===== src/rtl/race_phase_controller.sv =====
// race_phase_controller: menu/countdown/race/win sequencer that latches the first finisher.
module race_phase_controller #(
  parameter int MAX_POS         = 109,
  parameter int TICK_CYCLES     = 50000000,
  parameter int COUNTDOWN_STEPS = 3,
  parameter int WIN_HOLD_STEPS  = 5,
  localparam int PW = $clog2(MAX_POS),
  localparam int CW = $clog2(COUNTDOWN_STEPS + 1)
) (
  input  logic          clk,
  input  logic          reset,
  input  logic          start_btn,
  input  logic [PW-1:0] green_cur_pos,
  input  logic [PW-1:0] red_cur_pos,
  input  logic [PW-1:0] blue_cur_pos,
  input  logic [PW-1:0] yellow_cur_pos,
  output logic          is_in_menu,
  output logic          race_active,
  output logic [CW-1:0] countdown,
  output logic          pos_clear,
  output logic          winner_valid,
  output logic [1:0]    winner_id
);
  localparam int TW = TICK_CYCLES > 1 ? $clog2(TICK_CYCLES) : 1;
  localparam int SW = WIN_HOLD_STEPS > 1 ? $clog2(WIN_HOLD_STEPS) : 1;
  localparam logic [PW-1:0] FINISH = PW'(MAX_POS - 1);
  typedef enum logic [1:0] {MENU, COUNTDOWN, RACE, WIN} state_t;
  state_t        state_q;
  logic [TW-1:0] tick_q;
  logic [SW-1:0] step_q;
  logic          menu_q, active_q, clr_q, wv_q;
  logic [CW-1:0] cd_q;
  logic [1:0]    wid_q, win_id;
  logic [3:0]    fin;
  logic          tick_done;
  assign fin = {yellow_cur_pos == FINISH, blue_cur_pos == FINISH,
                red_cur_pos == FINISH, green_cur_pos == FINISH};
  assign tick_done = tick_q == TW'(TICK_CYCLES - 1);
  // green has the highest priority on a simultaneous finish
  always_comb win_id = fin[0] ? 2'd0 : fin[1] ? 2'd1 : fin[2] ? 2'd2 : 2'd3;
  always_ff @(posedge clk) begin
    if (reset) begin
      state_q  <= MENU;
      tick_q   <= '0;
      step_q   <= '0;
      menu_q   <= 1'b1;
      active_q <= 1'b0;
      cd_q     <= '0;
      clr_q    <= 1'b0;
      wv_q     <= 1'b0;
      wid_q    <= '0;
    end else begin
      clr_q <= 1'b0;
      case (state_q)
        MENU: if (start_btn) begin
          state_q <= COUNTDOWN;
          menu_q  <= 1'b0;
          cd_q    <= CW'(COUNTDOWN_STEPS);
          clr_q   <= 1'b1;
          tick_q  <= '0;
        end
        COUNTDOWN: begin
          tick_q <= tick_done ? '0 : tick_q + TW'(1);
          if (tick_done) begin
            cd_q <= cd_q - CW'(1);
            if (cd_q == CW'(1)) begin
              state_q  <= RACE;
              active_q <= 1'b1;
            end
          end
        end
        RACE: if (|fin) begin
          state_q  <= WIN;
          active_q <= 1'b0;
          wv_q     <= 1'b1;
          wid_q    <= win_id;
          tick_q   <= '0;
          step_q   <= '0;
        end
        WIN: begin
          tick_q <= tick_done ? '0 : tick_q + TW'(1);
          if (tick_done) step_q <= step_q + SW'(1);
          // a start press only cuts the hold short; a fresh press is needed to race again
          if (start_btn || (tick_done && step_q == SW'(WIN_HOLD_STEPS - 1))) begin
            state_q <= MENU;
            menu_q  <= 1'b1;
            wv_q    <= 1'b0;
            wid_q   <= '0;
          end
        end
        default: state_q <= MENU;
      endcase
    end
  end
  assign is_in_menu   = menu_q;
  assign race_active  = active_q;
  assign countdown    = cd_q;
  assign pos_clear    = clr_q;
  assign winner_valid = wv_q;
  assign winner_id    = wid_q;
endmodule


===== config.mk =====
export PLATFORM = sky130hd
export DESIGN_NAME = race_phase_controller
export DESIGN_NICKNAME = d
export VERILOG_FILES = /design/src/rtl/race_phase_controller.sv
export SDC_FILE = /design/constraint.sdc
export NUM_CORES = 1
export LEC_CHECK = 0
export BUFFER_PORTS_ARGS = -buffer_cell sky130_fd_sc_hd__buf_4
export CORE_MARGIN = 3
export CORE_UTILIZATION = 55
export CTS_BUF_LIST = sky130_fd_sc_hd__clkbuf_4 sky130_fd_sc_hd__clkbuf_8
export DETAILED_ROUTE_END_ITERATION = 7
export PLACE_DENSITY = 0.78
export SETUP_SLACK_MARGIN = 0.3
export SKIP_CTS_REPAIR_TIMING = 1
export SYNTH_ARGS = -nofsm -noshare
export SYNTH_HDL_FRONTEND = slang
export SYNTH_SLANG_ARGS = --single-unit

===== constraint.sdc =====
create_clock -name clk -period 5.45 [get_ports clk]
set_input_delay 0.8175 -clock clk [delete_from_list [all_inputs] [get_ports clk]]
set_output_delay 0.8175 -clock clk [all_outputs]
set_load 0.01 [all_outputs]

==> results.md <==
* Period utilization at 0.474
* Synth cell count leaders: dfxtp_1 (39), a21oi_1 (29), o21ai_0 (18)
* Setup crit end kind: flop
* NumNets Final at 350
* Sequential fraction of the synthesis area at 0.340
* Layout cells sized above 1 at 0.186
* Wirelength per Cell at 14.3 um
* IO Pins at 39
* Worst-path clk slew at 70 ps
* Die X at 70.6 um
* Path type of the worst setup path: input pin to flop
* Number of flops mapped to enable cells by yosys at 0
* Post-synthesis cell type count at 47
* Die ar. at 0.00499 mm^2
* Syn Inst Count at 279
* Vias at 2242
* P_leak at 0.903 nW
* Gr ovfl total at 0
* Final Skew at 6.54 ps
* FMAX at 387 MHz
* Mapped Avg Cell Area at 8.24 um^2
* Tmin final at 2580 ps
* Avg Vias per Cell at 6.25
* Die height at 70.6 um
* Core region area at 0.00385 mm^2
* Worst Hold Class: flop to flop
* CTS H-tree depth at 2
* CTS tree: built
* Outcome: finished, final reports clean
* CTS max path bufs at 2
* Post-route insts no fill at 359
* Syn. warnings at 0
* Largest net degree at the start of global routing at 54
* Synth area leaders: dfxtp_1 (34%), a21oi_1 (6.3%), ha_1 (4.9%)
* Antenna Diode Count at 0
* Share of the synthesized area in the top cell type at 0.340
* Final-report setup violation count at 0
* Slew headroom at 0.565
* Required @ worst endpoint at 5600 ps
* M1 GR Usage at 0.281
* Iteration-0 DRC Markers at 149
* Rows at 22
* Total track usage at 0.202
* Post-synthesis register bit count at 39
* Routability cong. at 0.806
* Total power at 0.890 mW
* Max cap viols at 0
* Synth area leader: dfxtp_1
* Setup TNS at 0 ps
* Clk Latency, worst-skew pair at 290 ps
* Synth-to-layout area growth at 17.8%
* Critical path arrival at 2740 ps
* Syn nets at 319
* Post-synthesis instance area at 0.00230 mm^2
* Ys async rst share at 0
* Initial Utilization at 0.596
* GR Layer Usage met3 at 0.0341
* Root Buffer: clkbuf_8
* GR peak layer: met2
* First-pass GRT wire length at 8490 um
* Routed WL at 5120 um
* RSZ-0062 raised after global routing: no
* Inst Count DP at 351
* Power density cells at 329 mW/mm^2
* Fill cell count at 316
* Hold slack at 483 ps
* Peak supply drop at 0.000142 V
* GRT met2 Usage at 0.316
* Antenna violations before repair at 0
* Port-buffer cells at 38
* Post-layout util at 0.703
* Worst-Margin Slew at 644 ps
* CP Max Fanout at 26
* Hpwl dp at 3680 um
* Most used DFF post-synth: dfxtp_1
* DRC violation count after routing at 0
* Post-route ant nets at 0
* Clock sinks at 39
* CTS buffer count at 5
* Count leader, synth: dfxtp_1
* Critical Path Source Type: input pin
* DRT Pass-1 Iters at 4
* Vias in the first global route at 1960
* Fin. Hold Viols at 0
* Slew Limit Fails at 0
[layout by cell type (no fill, tap or decap), types with 10 or more instances in the layout]
cell type  netlist  final
buf_4            0     40
a21oi_1         29     29
dfxtp_1         39     39
nor2_1          10     10
nand3_1         16     16
nor3_1          11     11
nand2_1         17     17
or4_1           12     12
o21ai_0         18     18
inv_1           14     14
o31ai_1         14     14
or3_1           11     11
[flip-flops by register name, summed over array words and instances, names as in the netlist]
name          cells
countdown         2
is_in_menu        1
pos_clear         1
race_active       1
state_q           2
step_q            3
tick_q           26
winner_id         2
winner_valid      1
[worst max-delay path, stage by stage]
cell and delay, ps:
buf_4 100, nand4b_1 180, o41ai_1 560, or4_1 390, a31o_2 590, a21oi_1 90
[kinds of logic (layout without fill, tap and decap cells)]
| logic type | Yosys count | count (layout) | share of synthesized area |
|---|---|---|---|
| muxes | 2 | 2 | 0.00871 |
| buffers and inverters | 30 | 62 | 0.0555 |
| adders and majority gates | 9 | 9 | 0.0490 |
| DFF | 39 | 39 | 0.340 |
| AOI/OAI and AO/OA | 84 | 84 | 0.234 |
| and+or+nand+nor | 115 | 115 | 0.314 |
[layout make-up]
type                       count  area, um^2  area share
clock buffer                   6        82.6      0.0305
clock inverter                 2        35.0      0.0129
inverter                      14        52.6      0.0194
multi-input combinational    210        1400       0.516
sequential                    39         781       0.288
tap                           48        60.1      0.0222
timing repair buffer          40         300       0.111
[path summary, 6_finish.rpt]
path | from | endpoint | slack, ps | cells after the start
min | tick_q[25] | tick_q[25] | 480 | 2
min reg2reg | tick_q[25] | tick_q[25] | 480 | 2
max | green_cur_pos[4] | tick_q[6] | 2870 | 6
max reg2reg | state_q[0] | tick_q[25] | 3130 | 8
[where the power goes]
group | switching [mW] | total (mW) | internal [mW]
combinational | 0.189 | 0.306 | 0.117
sequential | 0.0206 | 0.332 | 0.311
clock | 0.104 | 0.252 | 0.148
[routing by layer]
layer | wire length [um] | vias up
met3 | 264 | 10
met1 | 2450 | 1038
li1 | - | 1122
met4 | 73 | 0
met2 | 2340 | 72
met5 | 0 | -
[stage by stage]
step / cell area, um^2 / worst slack [ps]
2_1_floorplan: 2300 / 2940
3_3_place_gp: 2590 / 2610
3_5_place_dp: 2590 / 2570
4_1_cts: 2710 / 2870
5_1_grt: 2710 / 2670
6_report: 2710 / 2870
No activity file was read; power rests on OpenSTA's default activity.
